[config.mk]
export PLATFORM = sky130hd
export DESIGN_NAME = ring_link_buffer
export DESIGN_NICKNAME = d
export VERILOG_FILES = /design/src/rtl/ring_link_buffer_pkg.sv /design/src/rtl/ring_link_buffer.sv
export SDC_FILE = /design/constraint.sdc
export NUM_CORES = 1
export LEC_CHECK = 0
export ABC_AREA = 0
export CAP_MARGIN = 5
export CORE_MARGIN = 2
export CORE_UTILIZATION = 30
export CTS_CLUSTER_DIAMETER = 100
export DETAILED_ROUTE_END_ITERATION = 7
export HOLD_SLACK_MARGIN = 0.08
export PLACE_DENSITY = 0.63
export REMOVE_ABC_BUFFERS = 1
export SLEW_MARGIN = 20
export SYNTH_ARGS = -nofsm -noshare
export SYNTH_HDL_FRONTEND = slang
export SYNTH_SLANG_ARGS = --single-unit
[constraint.sdc]
create_clock -name clk_i -period 10.3 [get_ports clk_i]
set_clock_uncertainty 0.1 [all_clocks]
set_input_delay 2.06 -clock clk_i [delete_from_list [all_inputs] [get_ports clk_i]]
set_output_delay 2.06 -clock clk_i [all_outputs]
set_load 0.05 [all_outputs]
[src/rtl/ring_link_buffer_pkg.sv]
// Shared types and sizing constants for the inter-cluster ring link buffers.
package ring_link_buffer_pkg;

  localparam int ElenWidth = 64;

  typedef logic [ElenWidth-1:0] elen_t;
  typedef logic [$bits(elen_t)-1:0] ring_beat_t;

  // Two entries let the link stream one beat per cycle while still registering valid/ready.
  localparam int RingLinkDepth = 2;

endpackage

[src/rtl/ring_link_buffer.sv]
// Elastic FIFO on one ring hop: registered valid/ready, flush on reconfiguration, saturating beat count.
// Define RING_LINK_PARITY_EN to store a per-entry even-parity bit and expose a sticky parity_err_o.
module ring_link_buffer
  import ring_link_buffer_pkg::*;
#(
  parameter int DataWidth = $bits(ring_beat_t),
  parameter int Depth     = RingLinkDepth,
  parameter int CntWidth  = 32
) (
  input  logic                         clk_i,
  input  logic                         rst_i,
  input  logic                         flush_i,
  input  logic [DataWidth-1:0]         data_i,
  input  logic                         valid_i,
  output logic                         ready_o,
  output logic [DataWidth-1:0]         data_o,
  output logic                         valid_o,
  input  logic                         ready_i,
  output logic [$clog2(Depth+1)-1:0]   occupancy_o,
`ifdef RING_LINK_PARITY_EN
  output logic                         parity_err_o,
`endif
  output logic [CntWidth-1:0]          beats_o
);

  localparam int OccWidth = $clog2(Depth + 1);
  localparam int PtrWidth = $clog2(Depth);

  logic [DataWidth-1:0] mem_reg [Depth];
  logic [PtrWidth-1:0]  rd_ptr_reg, rd_ptr_next;
  logic [PtrWidth-1:0]  wr_ptr_reg, wr_ptr_next;
  logic [OccWidth-1:0]  count_reg, count_next;
  logic [CntWidth-1:0]  beats_reg, beats_next;
  logic                 do_push, do_pop;

  // Explicit wrap keeps non-power-of-two depths correct.
  function automatic logic [PtrWidth-1:0] ptr_inc(input logic [PtrWidth-1:0] p);
    return (p == PtrWidth'(Depth - 1)) ? '0 : p + PtrWidth'(1);
  endfunction

  assign ready_o     = (count_reg < OccWidth'(Depth));
  assign valid_o     = (count_reg != '0);
  assign data_o      = valid_o ? mem_reg[rd_ptr_reg] : '0;
  assign occupancy_o = count_reg;
  assign beats_o     = beats_reg;

  // Flush wins over any handshake in the same cycle.
  assign do_push = valid_i && ready_o && !flush_i;
  assign do_pop  = valid_o && ready_i && !flush_i;

  always_comb begin
    rd_ptr_next = rd_ptr_reg;
    wr_ptr_next = wr_ptr_reg;
    count_next  = count_reg;
    beats_next  = beats_reg;
    if (flush_i) begin
      rd_ptr_next = '0;
      wr_ptr_next = '0;
      count_next  = '0;
      beats_next  = '0;
    end else begin
      if (do_push) wr_ptr_next = ptr_inc(wr_ptr_reg);
      if (do_pop)  rd_ptr_next = ptr_inc(rd_ptr_reg);
      case ({do_push, do_pop})
        2'b10:   count_next = count_reg + OccWidth'(1);
        2'b01:   count_next = count_reg - OccWidth'(1);
        default: count_next = count_reg;
      endcase
      if (do_pop && (beats_reg != '1)) beats_next = beats_reg + CntWidth'(1);
    end
  end

  always_ff @(posedge clk_i) begin
    if (rst_i) begin
      rd_ptr_reg <= '0;
      wr_ptr_reg <= '0;
      count_reg  <= '0;
      beats_reg  <= '0;
    end else begin
      rd_ptr_reg <= rd_ptr_next;
      wr_ptr_reg <= wr_ptr_next;
      count_reg  <= count_next;
      beats_reg  <= beats_next;
    end
  end

  always_ff @(posedge clk_i) begin
    if (do_push) mem_reg[wr_ptr_reg] <= data_i;
  end

`ifdef RING_LINK_PARITY_EN
  logic par_mem_reg [Depth];
  logic parity_err_reg;

  function automatic logic even_parity(input logic [DataWidth-1:0] d);
    return ^d;
  endfunction

  always_ff @(posedge clk_i) begin
    if (do_push) par_mem_reg[wr_ptr_reg] <= even_parity(data_i);
  end

  // Sticky until reset; flush deliberately leaves it alone so errors survive reconfiguration.
  always_ff @(posedge clk_i) begin
    if (rst_i) begin
      parity_err_reg <= 1'b0;
    end else if (do_pop && (even_parity(data_o) != par_mem_reg[rd_ptr_reg])) begin
      parity_err_reg <= 1'b1;
    end
  end

  assign parity_err_o = parity_err_reg;
`endif

endmodule

Word level (Yosys, flattened, before mapping). Memories as Yosys holds them, arrays and structs flattened. A register that Yosys moved wholly into a read port is not among the register bits. Index checks and enable logic that the tools add are counted. W data, S select, Z words.

Equal/unequal tests: 3. Reductions and logical operators: 9. $lt $le $gt $ge: 1. $add $sub $neg: 5. Mux-type cells: 8.

Operators by type and width (number): $mux W64 (1); $add A32 B1 Y32 const B (1); $ne A32 B32 Y1 const B (1); $mux W1 (6); $logic_and A1 B1 Y1 (5); $pmux W2 S2 (1); $reduce_bool A2 Y1 (2); $add A1 B1 Y1 const B (2); $add A2 B1 Y2 const B (1); $eq A2 B1 Y1 const B (1); $eq A2 B2 Y1 const B (1); $lt A2 B2 Y1 const B (1); $reduce_or A2 Y1 (1); $sub A2 B1 Y2 const B (1); $logic_not A1 Y1 (1).

Bits in writable memories: 128. Flip-flop bits (word level): 36. Output and inout port bits: 100. Memories: 1. Input port bits: 69.

Memory list: mem_reg (depth 2, bits a word 64, read ports 1, clocked after memory_dff 1, write ports 1, RTL line ring_link_buffer.sv:29) `logic [DataWidth-1:0] mem_reg [Depth];`.

Depth between registers and ports, before layout. Gate-level depths: netlist of run 1.

Word-level depth: 5. Mapped depth: 8. Gate-level depth less buffers: 8.

Worst setup path before layout of run 1. Ideal clock, no wire load.

Path kind: in2reg. Start point: input port flush_i. End point: memory mem_reg[0][0] (netlist bit), enable pin. Stages: 3. Path slack: 4768 ps. Setup time: 486 ps. Data arrival time: 4946 ps. Cell sequence: nor2_1 nand2_1 nor2_1.

Cells in the longest elaborated chain, start to end: 4.

Ends and longest elaborated chain: start: declaration (RTL line ring_link_buffer.sv:12) `input logic flush_i,`; $logic_not A1 Y1 (RTL line ring_link_buffer.sv:48) `assign do_push = valid_i && ready_o && !flush_i;`; $logic_and A1 B1 Y1 (RTL line ring_link_buffer.sv:48); $mux W1 (RTL line ring_link_buffer.sv:88) `if (do_push) mem_reg[wr_ptr_reg] <= data_i;`; $mux W1 (not written as such) (RTL line ring_link_buffer.sv:88); end: declaration (RTL line ring_link_buffer.sv:29).

No other way between the ends.

==> results of run 1 <==
[where the power goes]
part	switching, mW	internal [mW]
Combinational	0.0623	0.0444
Clock	0.289	0.324
Sequential	0.00381	0.733
[cells by family after synthesis]
group,after synthesis,share of synthesized area (%)
mux,66,9.79
simple gates,175,13.8
buf+inv,32,2.04
fa+ha+maj,2,0.371
xor+xnor,4,0.519
flops,165,67.9
compound gates,62,5.60
[worst register-to-register path, cell delays in order, from the launching register on]
cell and delay [ns]:
dfxtp_1 0.43, ha_1 0.24, inv_1 0.10, nor4_4 0.39
and4_1 0.85, o21ai_0 0.23, a21oi_1 0.16
[per-layer routing]
metal  vias up  global-route usage [%]
li1       2245                       -
met1      2218                    18.5
met2       157                    20.5
met3        13                    4.62
met4         0                    3.34
met5         -                       0
[stage by stage]
stage | area (µm²) | cells | utilization (%) | worst slack [ns] | hold slack (ns)
after floorplan | 6640 | 481 | - | 4.77 | 0.381
after global placement | 8720 | 933 | 39.7 | 5.64 | 0.391
after detailed placement | 8720 | 933 | 39.7 | 5.62 | 0.404
after CTS | 9310 | 965 | 42.4 | 5.17 | 0.417
after global routing | 9310 | 965 | 42.4 | 5.04 | 0.437
final | 9310 | 965 | 42.4 | 5.22 | 0.411
[layout by cell type, fill, tap and decap left out, types with 2 or more instances in the layout]
cell / netlist / layout
clkdlybuf4s50_1: 0 / 168
edfxtp_1: 128 / 128
nor2_1: 78 / 76
mux2i_1: 66 / 66
dfxtp_1: 37 / 36
a21oi_1: 27 / 27
nand2_1: 21 / 21
clkbuf_16: 0 / 17
o31ai_1: 15 / 15
or4_1: 14 / 14
nand3_1: 12 / 12
nand4_1: 11 / 11
o21ai_0: 10 / 10
or3_1: 10 / 10
and4_1: 7 / 7
inv_1: 6 / 6
and3_1: 6 / 6
inv_8: 0 / 6
a31oi_1: 4 / 4
buf_4: 2 / 4
nor2_4: 0 / 3
a41o_1: 3 / 3
xnor2_1: 3 / 3
clkinv_4: 0 / 3
nor4_1: 2 / 2
or2_2: 2 / 2
ha_1: 2 / 2
inv_6: 0 / 2
clkinv_8: 0 / 2
[path summary, 6_finish.rpt]
path	start	to	slack [ns]
max	flop	data_o[47]	5.22
min	beats_o[9]	beats_o[9]	0.41
max reg2reg	beats_o[0]	beats_o[7]	7.74
min reg2reg	beats_o[9]	beats_o[9]	0.41
[area by class of cell]
type	instances	share of cell area, %
clock buffer	17	4.57
clock inverter	15	1.68
inverter	7	0.282
multi-input combinational	309	22.0
sequential	165	49.3
tap	280	3.76
timing repair buffer	172	18.4
==> impl_metrics.py, run 1 <==
metrics = {
    "worst_setup_path": {
        "worstPathCellList": "buf_4 -> mux2i_1 -> nor2_1 -> clkdlybuf4s50_1",
        "cp.required_ns": 8.14,
        "worstSetupPathType": "reg2out",
        "endpoint_kind": "output pin",
        "critPathMaxFanout": 54,
        "crit_arrival_ns": 2.92,
        "critPathBufInv": 2,
        "critical-path-top-delay-family": "buffers and inverters",
        "worst-path-stages": 4,
        "critPathSlowestCell": "clkdlybuf4s50_1",
        "ff2ff_path_depth": 6,
        "worstSetupStartpointType": "flop",
        "slowest_delay_ns": 0.81,
    },
    "status": {
        "status": "finished clean",
    },
    "detailed_routing": {
        "wl_met2_um": 7060,
        "vias": 4633,
        "wire_per_inst_um": 16.4,
        "drt_iter0_markers": 282,
        "dr.pass1.iters": 4,
        "vias_per_cell": 4.80,
        "drt_wl_total_um": 15900,
        "wl_met3_um": 1130,
        "m1WireLength_um": 7550,
        "drc": 0,
        "ant_nets": 0,
        "dr.max_layer_used": "met4",
    },
    "placement": {
        "post-dp-hpwl_um": 10400,
        "io_buffers": 168,
        "gp_congestion": 0.790,
    },
    "synthesis": {
        "ys_ff_latch": 165,
        "yosys-top-cells-count": "128 x edfxtp_1, 78 x nor2_1, 66 x mux2i_1, 37 x dfxtp_1, 27 x a21oi_1",
        "synth.top_cell.area_share_pct": 57.0,
        "synth_area_leader_cell": "edfxtp_1",
        "ys.flop_type": "edfxtp_1",
        "synthCells": 506,
        "ys_warn_count": 0,
        "synth_seq_area_share_pct": 67.9,
        "ys_top_cells_by_area": "edfxtp_1 57%, dfxtp_1 11%, mux2i_1 9.8%",
        "avgSynthCellArea_um2": 13.3,
        "yosysMostFrequentCell": "edfxtp_1",
        "synthArstFlopShare_pct": 0,
        "syn_area_um2": 6750,
        "synth-edff-count": 128,
        "synth_cell_type_count": 42,
    },
    "sta": {
        "rsz0062_at_grt": "no",
        "slew_headroom_pct": 35.2,
        "fmax_mhz": 197,
        "min_period_ns": 5.08,
        "hold_viol_final": 0,
        "fin_crit_sh_pct": 49.4,
        "tns_ns": 0,
        "setup_viol": 0,
        "final_max_slew_viol_count": 0,
        "worst_pin_slew_ns": 0.972,
    },
    "clocking": {
        "htreeDepth": 4,
        "cts_setup_buffers": 0,
        "clock_path_buffers": 2,
        "cts_root_buffer": "clkbuf_16",
        "clock_latency_ns": 0.42,
        "cts-resized-gates": 0,
        "ctsHoldBuffers": 0,
        "cts_tree": "built",
        "cts_buffers": 17,
        "clkTransAtPathRegs_ns": 0.07,
        "cts_num_sinks": 165,
    },
    "final_layout": {
        "synthToLayoutAreaGrowth_pct": 37.9,
        "largest_reg_flops": 128,
        "multi_input_area_um2": 2050,
        "layout.area.seq_um2": 4590,
        "final_nets": 743,
        "n_fill_cell": 2016,
        "antenna_cells": 0,
        "drive_gt1_share_pct": 7.45,
    },
    "global_route": {
        "antenna_found_initial": 0,
        "grt_pass1_wl_um": 24700,
        "grt_max_degree": 65,
        "grt_use_total_pct": 13.5,
        "grt-ovfl-total": 0,
        "grt_pass1_vias": 4504,
    },
    "power_and_ir_drop": {
        "power_density_nw_per_um2": 157,
        "leakage_nw": 2.90,
        "ir_drop_uv": 96.6,
        "p_total_mw": 1.46,
    },
    "floorplan": {
        "io_pins": 169,
        "die_h_um": 154,
        "initial_core_util_pct": 30.7,
        "num_rows": 54,
        "die-area_um2": 23700,
        "die_width_um": 154,
        "core_area_um2": 22000,
    },
    "run": {
        "maxCapViolations": 0,
    },
    "min_path": {
        "min_path_cells": 2,
        "hold_path_class": "reg2reg",
    },
}
Power figures use the tool's default switching activity.
==> run 2, diff against run 1 <==
--- a/config.mk
+++ b/config.mk
@@ -12,7 +12,7 @@
 export CTS_CLUSTER_DIAMETER = 100
 export DETAILED_ROUTE_END_ITERATION = 7
 export HOLD_SLACK_MARGIN = 0.08
-export PLACE_DENSITY = 0.63
+export PLACE_DENSITY = 0.65
 export REMOVE_ABC_BUFFERS = 1
 export SLEW_MARGIN = 20
 export SYNTH_ARGS = -nofsm -noshare
==> constraint.sdc (replaced) <==
create_clock -name clk_i -period 4.15 [get_ports clk_i]
set_clock_uncertainty 0.1 [all_clocks]
set_input_delay 0.83 -clock clk_i [delete_from_list [all_inputs] [get_ports clk_i]]
set_output_delay 0.83 -clock clk_i [all_outputs]
set_load 0.05 [all_outputs]
==> impl_metrics.py, run 2 (synthesis gave the netlist of run 1 again) <==
metrics = {
    "floorplan": {
        "num_rows": 54,
        "io_pins": 169,
        "die_h_um": 154,
        "die-area_um2": 23700,
        "core_area_um2": 22000,
        "die_width_um": 154,
        "initial_core_util_pct": 30.7,
    },
    "worst_setup_path": {
        "slowest_delay_ns": 0.82,
        "worstSetupPathType": "reg2out",
        "critical-path-top-delay-family": "buffers and inverters",
        "worstPathCellList": "buf_12 -> mux2i_1 -> nor2_1 -> clkdlybuf4s50_1",
        "critPathBufInv": 2,
        "critPathSlowestCell": "clkdlybuf4s50_1",
        "endpoint_kind": "output pin",
        "worstSetupStartpointType": "flop",
        "critPathMaxFanout": 44,
        "cp.required_ns": 3.22,
        "crit_arrival_ns": 2.47,
    },
    "sta": {
        "slew_headroom_pct": 40.4,
        "rsz0062_at_grt": "no",
        "fmax_mhz": 294,
        "fin_crit_sh_pct": 82.0,
        "setup_viol": 0,
        "min_period_ns": 3.40,
        "final_max_slew_viol_count": 0,
        "fin_ws_ns": 0.747,
        "hold_ws_ns": 0.418,
        "hold_viol_final": 0,
        "worst_pin_slew_ns": 0.894,
    },
    "clocking": {
        "cts-resized-gates": 0,
        "cts_buffers": 17,
        "cts_num_sinks": 165,
        "clock_path_buffers": 2,
        "cts_root_buffer": "clkbuf_16",
        "clkTransAtPathRegs_ns": 0.06,
        "cts_tree": "built",
        "htreeDepth": 4,
        "ctsHoldBuffers": 0,
        "clock_latency_ns": 0.41,
        "cts_setup_buffers": 0,
    },
    "global_route": {
        "grt_use_total_pct": 13.5,
        "top_usage_layer": "met2",
        "use_met1_pct": 17.7,
        "antenna_found_initial": 2,
        "grt_max_degree": 45,
        "grt-ovfl-total": 0,
        "grt_use_met2_pct": 21.2,
        "grt_pass1_wl_um": 25100,
        "grt_pass1_vias": 4676,
        "use_met3_pct": 4.26,
    },
    "run": {
        "maxCapViolations": 0,
    },
    "detailed_routing": {
        "vias_per_cell": 4.90,
        "dr.pass1.iters": 4,
        "drt_wl_total_um": 16000,
        "drt_iter0_markers": 284,
        "ant_nets": 0,
        "vias": 4752,
        "drc": 0,
        "wire_per_inst_um": 16.5,
    },
    "power_and_ir_drop": {
        "leakage_nw": 2.97,
        "power_density_nw_per_um2": 407,
        "pwr-share-comb_pct": 7.0,
        "p_sw_share_pct": 21.5,
        "clkPwrFrac_pct": 45.5,
        "p_sw_uw": 827,
        "ir_drop_uv": 220,
        "sequentialPowerShare_pct": 47.5,
        "p_int_mw": 3.02,
    },
    "placement": {
        "io_buffers": 168,
        "gp_congestion": 0.809,
        "pre_cts_slack_ns": 0.757,
        "post-dp-hpwl_um": 10700,
    },
    "status": {
        "status": "finished clean",
    },
    "final_layout": {
        "drive_gt1_share_pct": 7.98,
        "n_fill_cell": 2010,
        "layout_common_cells": "168 x clkdlybuf4s50_1, 128 x edfxtp_1, 76 x nor2_1",
        "antenna_cells": 0,
        "final_nets": 748,
        "synthToLayoutAreaGrowth_pct": 40.0,
        "final_common_cell": "clkdlybuf4s50_1",
        "largest_reg_flops": 128,
    },
    "min_path": {
        "hold_path_class": "reg2reg",
    },
}
[run 2: changes by cell type in the layout (fill, tap and decap cells not counted)]
cell and change:
bufinv_16 +5, inv_6 +5, inv_8 -4, buf_4 +3, clkinv_4 -3, buf_12 +2
clkinv_8 -2, clkinv_2 -1, clkinvlp_4 -1
[run 2: per-stage QoR]
step | util (%) | power (mW) | cell area, µm² | TNS [ns] | std cells
6_report | 43.0 | 3.85 | 9450 | 0 | 969
5_1_grt | 43.0 | 3.98 | 9450 | 0 | 969
4_1_cts | 42.9 | 3.90 | 9430 | 0 | 968
3_5_place_dp | 39.9 | 2.13 | 8770 | 0 | 937
3_3_place_gp | 39.9 | 2.13 | 8770 | 0 | 937
2_1_floorplan | - | 2.00 | 6640 | -19.48 | 481
[run 2: tightest hold or removal path, stage by stage, from the launching register on]
cell     delay, ns
dfxtp_1       0.34
o31ai_1       0.07
a21oi_1       0.06
[run 2: path summary, 6_finish.rpt]
| path | startpoint | end | slack [ns] | cells after the start |
|---|---|---|---|---|
| setup / recovery | flop | data_o[28] | 0.75 | 4 |
| hold / removal | beats_o[31] | beats_o[31] | 0.42 | 2 |
| setup reg to reg | beats_o[15] | beats_o[19] | 1.55 | 5 |
| hold reg to reg | beats_o[31] | beats_o[31] | 0.42 | 2 |
[run 2: power by group through the flow]
| stage | combinational [mW] | sequential (mW) | clock [mW] |
|---|---|---|---|
| 2_1_floorplan | 0.125 | 1.87 | 0 |
| 3_3_place_gp | 0.265 | 1.86 | 0 |
| 3_5_place_dp | 0.269 | 1.87 | 0 |
| 4_1_cts | 0.271 | 1.83 | 1.80 |
| 5_1_grt | 0.286 | 1.83 | 1.87 |
| 6_report | 0.269 | 1.83 | 1.75 |
[run 2: final cells by class]
cell class	instances	area (µm²)	area share (%)
inverters	7	26.3	0.278
clock inverters	14	234	2.48
multi-input cells	309	2050	21.7
flip-flops and latches	165	4590	48.6
repair buffers	177	1770	18.8
well taps	280	350	3.71
clock buffers	17	425	4.50
[run 2: metal layers]
metal,routed length [µm],part of all wire [%]
met3,1250,7.8
met4,173,1.1
met1,7320,46
met2,7290,45
met5,0,0
==> run 3, diff against run 2 <==
==> constraint.sdc (replaced) <==
create_clock -name clk_i -period 2.98 [get_ports clk_i]
set_clock_uncertainty 0.1 [all_clocks]
set_input_delay 0.596 -clock clk_i [delete_from_list [all_inputs] [get_ports clk_i]]
set_output_delay 0.596 -clock clk_i [all_outputs]
set_load 0.05 [all_outputs]
==> impl_metrics.py, run 3 (synthesis gave the netlist of run 1 again) <==
metrics = {
    "final_layout": {
        "n_fill_cell": 2048,
        "final_cells": 977,
        "synthToLayoutAreaGrowth_pct": 38.9,
        "multi_input_area_um2": 2050,
        "largest_reg_flops": 128,
        "final_cell_area_um2": 9370,
        "layout_common_cells": "128 x edfxtp_1, 122 x clkdlybuf4s50_1, 76 x nor2_1",
        "final_common_cell": "edfxtp_1",
        "layout.area.seq_um2": 4590,
        "antenna_cells": 0,
        "final_core_util_pct": 42.7,
        "final_nets": 755,
        "drive_gt1_share_pct": 13.9,
    },
    "floorplan": {
        "die_width_um": 154,
        "initial_core_util_pct": 30.7,
        "io_pins": 169,
        "num_rows": 54,
        "core_area_um2": 22000,
        "die_h_um": 154,
        "die-area_um2": 23700,
    },
    "global_route": {
        "antenna_found_initial": 1,
        "grt-ovfl-total": 0,
        "grt_max_degree": 38,
        "grt_use_total_pct": 13.7,
        "grt_pass1_wl_um": 25300,
        "grt_pass1_vias": 4618,
    },
    "sta": {
        "hold_ws_ns": 0.413,
        "hold_viol_final": 0,
        "worst_pin_slew_ns": 0.689,
        "tns_ns": 0,
        "setup_viol": 0,
        "fin_ws_ns": 0.101,
        "final_max_slew_viol_count": 0,
        "fmax_mhz": 347,
        "fin_crit_sh_pct": 96.6,
        "slew_headroom_pct": 54.0,
        "rsz0062_at_grt": "no",
        "min_period_ns": 2.88,
    },
    "clocking": {
        "clkTransAtPathRegs_ns": 0.06,
        "cts_buffers": 17,
        "htreeDepth": 4,
        "cts_num_sinks": 165,
        "clock_path_buffers": 2,
        "clock_latency_ns": 0.41,
        "cts_root_buffer": "clkbuf_16",
        "cts_tree": "built",
    },
    "detailed_routing": {
        "drt_iter0_markers": 352,
        "vias_per_cell": 4.86,
        "vias": 4750,
        "wire_per_inst_um": 16.6,
        "drt_wl_total_um": 16200,
        "ant_nets": 0,
        "dr.pass1.iters": 4,
        "drc": 0,
    },
    "worst_setup_path": {
        "cp.required_ns": 2.28,
        "crit_arrival_ns": 2.18,
        "critPathBufInv": 2,
        "endpoint_kind": "output pin",
        "slowest_delay_ns": 0.81,
        "critPathSlowestCell": "clkdlybuf4s50_1",
        "worstSetupStartpointType": "flop",
        "critPathMaxFanout": 19,
        "critical-path-top-delay-family": "buffers and inverters",
        "worstPathCellList": "buf_12 -> mux2i_1 -> nor2_1 -> clkdlybuf4s50_1",
        "worstSetupPathType": "reg2out",
    },
    "status": {
        "status": "finished clean",
    },
    "power_and_ir_drop": {
        "power_density_nw_per_um2": 545,
        "leakage_nw": 3.20,
        "p_total_mw": 5.11,
        "ir_drop_uv": 256,
    },
    "min_path": {
        "hold_path_class": "reg2reg",
    },
    "placement": {
        "io_buffers": 168,
        "post-dp-hpwl_um": 11000,
        "placed_area_um2": 8750,
        "gp_congestion": 0.856,
        "placedCellCount": 943,
        "pre_cts_slack_ns": 0.320,
    },
    "run": {
        "maxCapViolations": 0,
    },
}
run 3: cell type report:
class	count	area share, %
multi-input combinational	309	21.8
inverter	7	0.280
clock inverter	15	1.79
clock buffer	17	4.54
tap	280	3.74
timing repair buffer	184	18.9
sequential	165	49.0
run 3: path summary, 6_finish.rpt:
| kind | from | endpoint | slack (ns) | depth (start not counted) |
|---|---|---|---|---|
| max | flop | data_o[12] | 0.10 | 4 |
| min | rd_ptr_reg | flop | 0.41 | 2 |
| max reg2reg | beats_o[15] | beats_o[21] | 0.57 | 5 |
| min reg2reg | rd_ptr_reg | flop | 0.41 | 2 |
run 3: power by group:
group	total, mW	internal, mW	switching (mW)
sequential	2.55	2.53	0.0130
clock	2.19	1.26	0.932
combinational	0.372	0.156	0.217
total	5.11	3.95	1.16
run 3: worst reg2reg max path: stages, from the launching register on:
cell and delay [ns]:
dfxtp_1 0.49, nand4_2 0.24, nor3_2 0.45, nand4_1 0.53
nand4_1 0.35, mux2i_1 0.20
run 3: metal layers:
metal	up-vias	track usage, %	share of wire, %
met5	-	0	0
met4	0	3.07	0.55
met1	2297	18.9	47
li1	2275	-	-
met2	170	20.6	44
met3	8	5.13	7.9
run 3: timing repair:
item,in CTS,in global routing
hold buffers,0,0
pin swaps,1,0
resized for setup,3,8
buffers inserted,2,0
endpoints found under the setup margin,16,8
